File: config.mk
export PLATFORM = sky130hd
export DESIGN_NAME = tlul_sram_responder
export DESIGN_NICKNAME = d
export VERILOG_FILES = /design/src/rtl/tlul_sram_responder.sv
export SDC_FILE = /design/constraint.sdc
export NUM_CORES = 1
export LEC_CHECK = 0
export CAP_MARGIN = 0
export CORE_MARGIN = 4
export CORE_UTILIZATION = 44
export DETAILED_ROUTE_END_ITERATION = 16
export HOLD_SLACK_MARGIN = 0.12
export PLACE_DENSITY_LB_ADDON = 0.05
export SETUP_SLACK_MARGIN = 0.05
export SYNTH_ARGS = -nofsm -noshare
export SYNTH_HDL_FRONTEND = slang
export SYNTH_SLANG_ARGS = --single-unit
File: constraint.sdc
create_clock -name clk_i -period 4.2 [get_ports clk_i]
set_input_delay 0.84 -clock clk_i [delete_from_list [all_inputs] [get_ports clk_i]]
set_output_delay 0.84 -clock clk_i [all_outputs]
set_load 0.05 [all_outputs]
File: src/rtl/tlul_sram_responder.sv
// TL-UL device-side adapter in front of a single-port SRAM with a
// request/grant handshake and in-order read-data return.
// Accepted requests are queued in reqfifo. Read data is queued in rspfifo.
// D responses are built combinationally from the two FIFO heads, so they stay
// stable while the host stalls.
module tlul_sram_responder #(
  parameter int SramAw      = 12,
  parameter int Outstanding = 2
) (
  input  logic              clk_i,
  input  logic              rst_ni,
  input  logic [101:0]      tl_i,
  output logic [67:0]       tl_o,
  output logic              req_o,
  input  logic              gnt_i,
  output logic              we_o,
  output logic [SramAw-1:0] addr_o,
  output logic [31:0]       wdata_o,
  output logic [31:0]       wmask_o,
  input  logic              rvalid_i,
  input  logic [31:0]       rdata_i,
  input  logic [1:0]        rerror_i
);
  localparam int PW = (Outstanding > 1) ? $clog2(Outstanding) : 1;
  localparam int CW = $clog2(Outstanding + 1);

  localparam logic [2:0] OP_PUTF = 3'd0;
  localparam logic [2:0] OP_PUTP = 3'd1;
  localparam logic [2:0] OP_GET  = 3'd4;
  localparam logic [2:0] ACK     = 3'd0;
  localparam logic [2:0] ACKD    = 3'd1;

  // A-channel fields
  logic        w_a_valid;
  logic [2:0]  w_a_opcode;
  logic [1:0]  w_a_size;
  logic [7:0]  w_a_source;
  logic [1:0]  w_a_addr_lo;
  logic [3:0]  w_a_mask;
  logic        w_d_ready;
  logic        w_unused;

  assign w_a_valid   = tl_i[101];
  assign w_a_opcode  = tl_i[100:98];
  assign w_a_size    = tl_i[94:93];
  assign w_a_source  = tl_i[92:85];
  assign w_a_addr_lo = tl_i[54:53];
  assign w_a_mask    = tl_i[52:49];
  assign w_d_ready   = tl_i[0];
  // a_param, a_user and the address bits above the SRAM window are not used.
  assign w_unused    = ^tl_i;

  // Byte lanes covered by the access, given its size and low address bits.
  logic [3:0] w_lane_req;
  // Select the required byte lanes for the access size.
  always_comb begin
    w_lane_req = 4'hF;
    case (w_a_size)
      2'd0:    w_lane_req = 4'b0001 << w_a_addr_lo;
      2'd1:    w_lane_req = w_a_addr_lo[1] ? 4'b1100 : 4'b0011;
      default: w_lane_req = 4'hF;
    endcase
  end

  logic w_op_bad, w_size_bad, w_misalign, w_mask_bad, w_err;
  assign w_op_bad   = !((w_a_opcode == OP_PUTF) || (w_a_opcode == OP_PUTP) ||
                        (w_a_opcode == OP_GET));
  assign w_size_bad = (w_a_size == 2'd3);
  assign w_misalign = ((w_a_size == 2'd1) && w_a_addr_lo[0]) ||
                      ((w_a_size == 2'd2) && (w_a_addr_lo != 2'd0));
  assign w_mask_bad = (w_a_opcode == OP_PUTF) &&
                      ((w_a_mask & w_lane_req) != w_lane_req);
  assign w_err      = w_op_bad | w_size_bad | w_misalign | w_mask_bad;

  // Request FIFO: {opcode[13:11], size[10:9], source[8:1], error[0]}
  logic [13:0]   r_req_mem [Outstanding];
  logic [PW-1:0] r_req_wp, r_req_rp;
  logic [CW-1:0] r_req_cnt;
  // Response FIFO: {rerror[32], rdata[31:0]}
  logic [32:0]   r_rsp_mem [Outstanding];
  logic [PW-1:0] r_rsp_wp, r_rsp_rp;
  logic [CW-1:0] r_rsp_cnt;
  // Reads granted whose data has not come back yet; clearing it on reset is
  // what drops late read data for grants issued before reset.
  logic [CW-1:0] r_pend;

  function automatic logic [PW-1:0] f_inc(input logic [PW-1:0] p);
    return (p == PW'(Outstanding - 1)) ? '0 : p + PW'(1);
  endfunction

  logic w_full, w_req_empty, w_rsp_empty, w_a_ready;
  logic w_req_push, w_req_pop, w_rsp_push, w_rsp_pop, w_rd_grant;
  logic [13:0] w_hd;
  logic [2:0]  w_hd_op;
  logic        w_hd_err, w_hd_read, w_d_valid;
  logic [32:0] w_rsp_hd;

  assign w_full      = (r_req_cnt == CW'(Outstanding));
  assign w_req_empty = (r_req_cnt == '0);
  assign w_rsp_empty = (r_rsp_cnt == '0);

  // No fall-through when full: a pop in the same cycle does not open a_ready.
  assign req_o      = w_a_valid & ~w_err & ~w_full;
  assign w_a_ready  = ~w_full & (w_err | gnt_i);
  assign w_req_push = w_a_valid & w_a_ready;
  assign w_rd_grant = req_o & gnt_i & (w_a_opcode == OP_GET);

  assign we_o    = (w_a_opcode == OP_PUTF) || (w_a_opcode == OP_PUTP);
  assign addr_o  = tl_i[53+SramAw+1:55];
  assign wdata_o = tl_i[48:17];
  assign wmask_o = {{8{w_a_mask[3]}}, {8{w_a_mask[2]}},
                    {8{w_a_mask[1]}}, {8{w_a_mask[0]}}};

  assign w_hd      = r_req_mem[r_req_rp];
  assign w_hd_op   = w_hd[13:11];
  assign w_hd_err  = w_hd[0];
  assign w_hd_read = (w_hd_op == OP_GET) & ~w_hd_err;
  assign w_rsp_hd  = r_rsp_mem[r_rsp_rp];

  assign w_d_valid  = ~w_req_empty & (~w_hd_read | ~w_rsp_empty);
  assign w_req_pop  = w_d_valid & w_d_ready;
  assign w_rsp_pop  = w_req_pop & w_hd_read;
  assign w_rsp_push = rvalid_i & (r_pend != '0);

  // Request FIFO storage, pointers and occupancy.
  always_ff @(posedge clk_i or negedge rst_ni) begin
    if (!rst_ni) begin
      for (int i = 0; i < Outstanding; i++) r_req_mem[i] <= '0;
      r_req_wp  <= '0;
      r_req_rp  <= '0;
      r_req_cnt <= '0;
    end else begin
      if (w_req_push) begin
        r_req_mem[r_req_wp] <= {w_a_opcode, w_a_size, w_a_source, w_err};
        r_req_wp            <= f_inc(r_req_wp);
      end
      if (w_req_pop) r_req_rp <= f_inc(r_req_rp);
      r_req_cnt <= r_req_cnt + CW'(w_req_push) - CW'(w_req_pop);
    end
  end

  // Response FIFO storage, pointers, occupancy and pending-read count.
  always_ff @(posedge clk_i or negedge rst_ni) begin
    if (!rst_ni) begin
      for (int i = 0; i < Outstanding; i++) r_rsp_mem[i] <= '0;
      r_rsp_wp  <= '0;
      r_rsp_rp  <= '0;
      r_rsp_cnt <= '0;
      r_pend    <= '0;
    end else begin
      if (w_rsp_push) begin
        r_rsp_mem[r_rsp_wp] <= {|rerror_i, rdata_i};
        r_rsp_wp            <= f_inc(r_rsp_wp);
      end
      if (w_rsp_pop) r_rsp_rp <= f_inc(r_rsp_rp);
      r_rsp_cnt <= r_rsp_cnt + CW'(w_rsp_push) - CW'(w_rsp_pop);
      r_pend    <= r_pend + CW'(w_rd_grant) - CW'(w_rsp_push);
    end
  end

  // D channel built from the FIFO heads; fields are zero when not valid.
  always_comb begin
    tl_o = '0;
    if (w_d_valid) begin
      tl_o[67]    = 1'b1;
      tl_o[66:64] = (w_hd_op == OP_GET) ? ACKD : ACK;
      tl_o[60:59] = w_hd[10:9];
      tl_o[58:51] = w_hd[8:1];
      tl_o[49:18] = (w_hd_read && !w_rsp_hd[32]) ? w_rsp_hd[31:0] : 32'h0;
      tl_o[1]     = w_hd_err | (w_hd_read & w_rsp_hd[32]);
    end
    tl_o[0] = w_a_ready;
  end

endmodule

==> results of run 1 <==
-- logic make-up (layout without fill, tap and decap cells) --
logic type      count (synthesis)  count (layout)
xor+xnor                        9               9
buf+inv                       137             173
flops                         104             104
other cells                     1              22
compound gates                 67              67
mux                           112             112
simple gates                  112             112
fa+ha+maj                       6               6
-- cell usage in the layout (no fill, tap or decap), types with 10 or more instances in the layout --
master,count
buf_4,36
clkdlybuf4s50_1,112
conb_1,22
dfrtp_1,103
mux2_2,67
mux2i_1,45
nand2_1,31
nand3_1,10
nor2_1,51
o21ai_0,25
o22ai_1,20
-- Yosys cell counts (all sizes together), types with 5 or more instances --
| master | count | area, sq um |
|---|---|---|
| buf | 118 | 873 |
| dfrtp | 104 | 2600 |
| mux2 | 67 | 754 |
| nor2 | 52 | 195 |
| mux2i | 45 | 450 |
| nand2 | 31 | 116 |
| o21ai | 26 | 130 |
| o22ai | 22 | 144 |
| clkbuf | 11 | 41.3 |
| nand3 | 10 | 50.1 |
| inv | 8 | 30.0 |
| nor3 | 7 | 56.3 |
| xnor2 | 7 | 61.3 |
| ha | 6 | 75.1 |
| o211ai | 5 | 37.5 |
-- layout make-up --
cell class              instances  area [sq um]  area share
clock buffers                  12           246      0.0353
multi-input cells             328          2400       0.344
inverters                       8          30.0     0.00430
flip-flops and latches        104          2600       0.373
clock inverters                 4          76.3      0.0109
repair buffers                149          1410       0.202
well taps                     172           215      0.0308
-- routing by layer --
metal	up-vias	global-route usage
li1	1857	-
met1	1960	0.213
met2	181	0.297
met3	24	0.0599
met4	0	0.0616
met5	-	0
-- power groups by stage --
stage | Clock [W] | Combinational, W | Sequential (W)
2_1_floorplan | 0 | 0.00192 | 0.00172
3_3_place_gp | 0 | 0.00226 | 0.00178
4_1_cts | 0.000931 | 0.00231 | 0.00179
6_report | 0.000904 | 0.00228 | 0.00180
5_1_grt | 0.000976 | 0.00248 | 0.00186
3_5_place_dp | 0 | 0.00231 | 0.00181
-- per-stage QoR --
stage	hold WS, ns	utilization
2_1_floorplan	0.446	-
5_1_grt	0.495	0.544
6_report	0.461	0.544
3_3_place_gp	0.463	0.519
4_1_cts	0.476	0.544
3_5_place_dp	0.471	0.519
-- repair_timing --
action / CTS / global route
endpoints found under the setup margin: 0 / 2
gates resized for setup: 0 / 1
setup buffers: 0 / 0
hold buffers: 0 / 0
-- sequential cells by signal, summed over array words and instances (netlist names), 2 cells and up --
register and count:
r_pend 2, r_req_cnt 2, r_req_mem 28, r_rsp_cnt 2, r_rsp_mem 66
-- how the worst max path moves through the flow --
stage                          end  slack [ns]  cells after the start
after floorplan            tl_o[1]        0.80                      4
after global placement     tl_o[0]        0.51                      6
after detailed placement   tl_o[0]        0.51                      6
after CTS                 tl_o[53]        0.17                      5
after global routing       tl_o[0]        0.38                      6
final                      tl_o[0]        0.52                      6
==> metrics.yaml, run 1 <==
path_buf_inv: 2
area_delta_synth_final_pct: 19.3
path_delay_family: "compound AO/OA/AOI/OAI gates"
wire_per_inst_um: 17.2
power.leakage_nw: 2.98
cpPeakStageDelay_ns: 0.66
rows: 41
synth-seq-area-share: 0.445
start_util: 0.456
placed_area_sq_um: 6650
worstMarginPinSlew_ns: 0.741
switching_power_w: 0.00191
synth_cells: 548
die_area_sq_um: 15200
wl_met3_um: 1200
grt_pass1_wl_um: 21100
drc: 0
syn_area_sq_um: 5850
coreArea_sq_um: 12800
hpwlAfterDp_um: 9260
synth.mux.area_fraction: 0.206
final_cells: 777
wirelength_um: 13300
synth-xor-area-share: 0.0135
p_total_w: 0.00499
clk_pin_slew_ns: 0.07
final_hold_viol_count: 0
wl_met1_um: 5410
drt-pass1-iter-count: 4
path_cells: "clkdlybuf4s50_1 -> mux2i_1 -> a222oi_1 -> o21a_4 -> nor2_1 -> buf_4"
finClkSkew_ns: 0.0129
cts_tree: "done"
switching_share: 0.384
maxCapViolCount: 0
finalSetupViolations: 0
cts_sinks: 104
fmax_mhz: 272
power.share.combinational: 0.458
cts_buffers: 9
ys.flop_type: "dfrtp_1"
first_global_vias: 4143
worst_slack_ns: 0.521
cp-startpoint: "tl_i[52]"
highest_layer: "met4"
crit_type: "input port to primary output"
worst_ep_required_time_ns: 3.36
via_per_inst: 5.18
outcome: "finished clean"
antenna_left: 0
async_flop_share: 1.00
slew_headroom: 0.503
timing.final.crit_share: 0.876
r2r_start: "r_req_cnt[0]$_DFF_PN0_"
synth_edf_count: 0
synthDistinctLibCells: 47
yosys.area_share.adder: 0.0128
n_antenna_cell: 0
layout-drive-gt1-share: 0.218
dr_wl_met2_um: 6420
synth_top_family_by_area: "multiplexers"
r2r_slack_ns: 1.90
crit_fanout: 25
place_congestion: 0.780
synth_compound_area_frac: 0.0735
io_pins: 286
pre_cts_slack_ns: 0.510
ys_warn_count: 0
vias: 4022
power.internal_w: 0.00308
clk-insertion-delay-late_ns: 0.35
yosys.area_share.simple: 0.0878
die_width_um: 123
pwr-share-clk: 0.181
period_minus_slack_ns: 3.68
cp-end-kind: "primary output"
crit_slowest_cell: "clkdlybuf4s50_1"
reg2reg_depth: 8
synth-seq-cells: 104
fp.dieH_um: 123
fin_area_sq_um: 6980
fillers: 1133
p_seq_frac: 0.361
cellPowerDensity_nw_per_um2: 715
antenna_found_initial: 0
min_path_type: "input port to asynchronous set/reset pin"
cp.arrival_ns: 2.84
ir_drop_mv: 0.325
cts-htree-levels: 3
place_inst: 761
globalRouteOverflowTotal: 0
drt_iter0_drc: 192
drv_slew: 0
num-nets-final: 746
portBuffers: 138
clockRootBuffer: "clkbuf_16"
rsz0062_at_grt: "false"
synth_area_per_cell_sq_um: 10.7
startpoint_type: "input port"
grt_max_degree: 41
timing.rr.end: "r_pend[1]$_DFF_PN0_"
clockBufferDepth: 2
grt_usage: 0.177
setup_tns_ns: 0
Power figures use the tool's default switching activity.
==> run 2, diff against run 1 <==
--- a/config.mk
+++ b/config.mk
@@ -10,7 +10,7 @@
 export CORE_UTILIZATION = 44
 export DETAILED_ROUTE_END_ITERATION = 16
 export HOLD_SLACK_MARGIN = 0.12
-export PLACE_DENSITY_LB_ADDON = 0.05
+export PLACE_DENSITY = 0.94
 export SETUP_SLACK_MARGIN = 0.05
 export SYNTH_ARGS = -nofsm -noshare
 export SYNTH_HDL_FRONTEND = slang
==> run 2 against run 1 <==
Power rose by 1.1%. Sequential power about the same. Register-to-register slack gained 0.03 ns. Fmax rose by 1.6%. Worst hold slack better by 0.019 ns. Worst setup slack better by 0.056 ns. Core utilization rose by 2.9 points. Clock-buffer cell count down 3. Largest cell class unchanged. Largest power group unchanged.
==> metrics.yaml, run 2 (synthesized netlist as in run 1, its figures left out) <==
largest_register_ff_count: 66  # unchanged
clk_pin_slew_ns: 0.07  # about the same
finalSetupViolations: 0  # unchanged
finClkSkew_ns: 0.00906  # was 0.0129 ns
cts_sinks: 104  # unchanged
coreArea_sq_um: 12800  # unchanged
period_minus_slack_ns: 3.62  # was 3.68 ns
r2r_start: "r_req_cnt[0]$_DFF_PN0_"  # unchanged
portBuffers: 138  # unchanged
drv_slew: 0  # unchanged
grt_util_met3: 0.0782  # was 0.0599
wire_per_inst_um: 17.7  # was 17.2 um
wirelength_um: 13700  # was 13300 um
slew_headroom: 0.313  # was 0.503
regMostFlops: "r_rsp_mem"  # unchanged
crit_type: "input port to primary output"  # unchanged
setup_tns_ns: 0  # unchanged
postCtsHoldBufs: 0  # unchanged
fin_area_sq_um: 7350  # was 6980 sq um
cp.arrival_ns: 2.78  # was 2.84 ns
drt_iter0_drc: 293  # was 192
start_util: 0.456  # unchanged
antenna_found_initial: 0  # unchanged
io_pins: 286  # unchanged
first_global_vias: 4257  # was 4143
grtUsageMet1: 0.198  # was 0.213
switching_power_w: 0.00200  # was 0.00191 W
drc: 0  # unchanged
final_hold_viol_count: 0  # unchanged
n_antenna_cell: 0  # unchanged
cp-startpoint: "tl_i[93]"  # was tl_i[52]
pwr-share-clk: 0.178  # was 0.181
cp-end-kind: "primary output"  # unchanged
cts_tree: "done"  # unchanged
clockBufferDepth: 2  # unchanged
startpoint_type: "input port"  # unchanged
grt_max_degree: 50  # was 41
clockRootBuffer: "clkbuf_16"  # unchanged
num-nets-final: 745  # was 746
crit_fanout: 8  # was 25
grt_usage: 0.181  # was 0.177
power.share.combinational: 0.462  # was 0.458
vias: 4112  # was 4022
grt_pass1_wl_um: 21400  # was 21100 um
grt.busiest_layer: "met2"  # unchanged
worst_ep_required_time_ns: 3.36  # about the same
globalRouteOverflowTotal: 0  # unchanged
top_regs: "r_rsp_mem (66), r_req_mem (28)"  # unchanged
power.internal_w: 0.00304  # was 0.00308 W
area_delta_synth_final_pct: 25.5  # was 19.3%
met2_usage: 0.306  # was 0.297
post_cts_resized: 0  # unchanged
die_area_sq_um: 15200  # unchanged
worstMarginPinSlew_ns: 1.03  # was 0.741 ns
outcome: "finished clean"  # unchanged
place_congestion: 0.811  # was 0.780
via_per_inst: 5.30  # was 5.18
antenna_left: 0  # unchanged
postCtsSetupBuffers: 0  # unchanged
cts-htree-levels: 3  # unchanged
mostFrequentLayoutCells: "clkdlybuf4s50_1, dfrtp_1, mux2_2"  # unchanged
timing.final.crit_share: 0.863  # was 0.876
p_seq_frac: 0.360  # was 0.361
fp.dieH_um: 123  # unchanged
rsz0062_at_grt: "false"  # unchanged
cts_buffers: 9  # unchanged
cellPowerDensity_nw_per_um2: 686  # was 715 nW/um^2
switching_share: 0.396  # was 0.384
die_width_um: 123  # unchanged
power.leakage_nw: 3.09  # was 2.98 nW
rows: 41  # unchanged
drt-pass1-iter-count: 5  # was 4
layout-drive-gt1-share: 0.233  # was 0.218
ir_drop_mv: 0.491  # was 0.325 mV
hpwlAfterDp_um: 9950  # was 9260 um
maxCapViolCount: 0  # unchanged
fmax_mhz: 276  # was 272 MHz
min_path_type: "input port to asynchronous set/reset pin"  # unchanged
placed_area_sq_um: 7020  # was 6650 sq um
clk-insertion-delay-late_ns: 0.36  # was 0.35 ns
## run 2: cell types whose count changed in the layout (fill, tap and decap cells not counted), sizes merged
cell / change
buf: +8
bufinv: -1
clkbuf: -3
clkdlybuf4s50: -9
clkinv: +3
clkinvlp: -1
inv: +2
## run 2: path summary, 6_finish.rpt
path / to / slack (ns) / depth (start not counted)
hold / removal: r_req_mem[18]$_DFFE_PN0P_ / 0.48 / 1
setup / recovery: tl_o[0] / 0.58 / 7
hold reg to reg: r_rsp_cnt[1]$_DFF_PN0_ / 0.50 / 1
setup reg to reg: r_pend[1]$_DFF_PN0_ / 1.93 / 8
min in group clk_i: r_rsp_cnt[1]$_DFF_PN0_ / 0.50 / 1
max in group asynchronous: r_rsp_mem[55]$_DFFE_PN0P_ / 2.79 / 2
## run 2: cell type report
cell class	instances	area [sq um]
fillers	1045	5480
flip-flops and latches	104	2600
multi-input cells	328	2390
repair buffers	148	1780
clock buffers	9	225
well taps	172	215
clock inverters	7	100
inverters	8	30.0
## run 2: metal layers
layer | part of all wire | wire length [um] | vias to the layer above
met5 | 0 | 0 | -
met4 | 0.022 | 301 | 0
met2 | 0.50 | 6930 | 198
met3 | 0.12 | 1600 | 28
li1 | - | - | 1863
met1 | 0.36 | 4900 | 2023
## run 2: critical path, stage by stage
cell	delay, ns
clkdlybuf4s50_1	0.54
or2_1	0.28
a222oi_1	0.47
buf_4	0.27
o21a_4	0.13
nor2_1	0.05
buf_4	0.20
## run 2: per-stage QoR
| step | util | worst slack [ns] | total power (W) | cells | hold WS, ns |
|---|---|---|---|---|---|
| after floorplan | - | 0.796 | 0.00364 | 569 | 0.446 |
| after global placement | 0.548 | 0.510 | 0.00401 | 760 | 0.460 |
| after detailed placement | 0.548 | 0.405 | 0.00417 | 760 | 0.479 |
| after CTS | 0.573 | 0.573 | 0.00509 | 776 | 0.498 |
| after global routing | 0.573 | 0.471 | 0.00535 | 776 | 0.523 |
| final | 0.573 | 0.577 | 0.00504 | 776 | 0.480 |
## run 2: power by group through the flow
stage	sequential (W)	clock [W]	combinational [W]
after global placement	0.00177	0	0.00224
after floorplan	0.00172	0	0.00192
after global routing	0.00187	0.000967	0.00251
after CTS	0.00181	0.000921	0.00235
after detailed placement	0.00183	0	0.00234
final	0.00181	0.000899	0.00233
==> run 3, diff against run 2 <==
--- a/config.mk
+++ b/config.mk
@@ -5,7 +5,7 @@
 export SDC_FILE = /design/constraint.sdc
 export NUM_CORES = 1
 export LEC_CHECK = 0
-export CAP_MARGIN = 0
+export CAP_MARGIN = 20
 export CORE_MARGIN = 4
 export CORE_UTILIZATION = 44
 export DETAILED_ROUTE_END_ITERATION = 16
==> results of run 3 <==
Same layout as run 2: the final DEF is identical, and so are final timing and power.
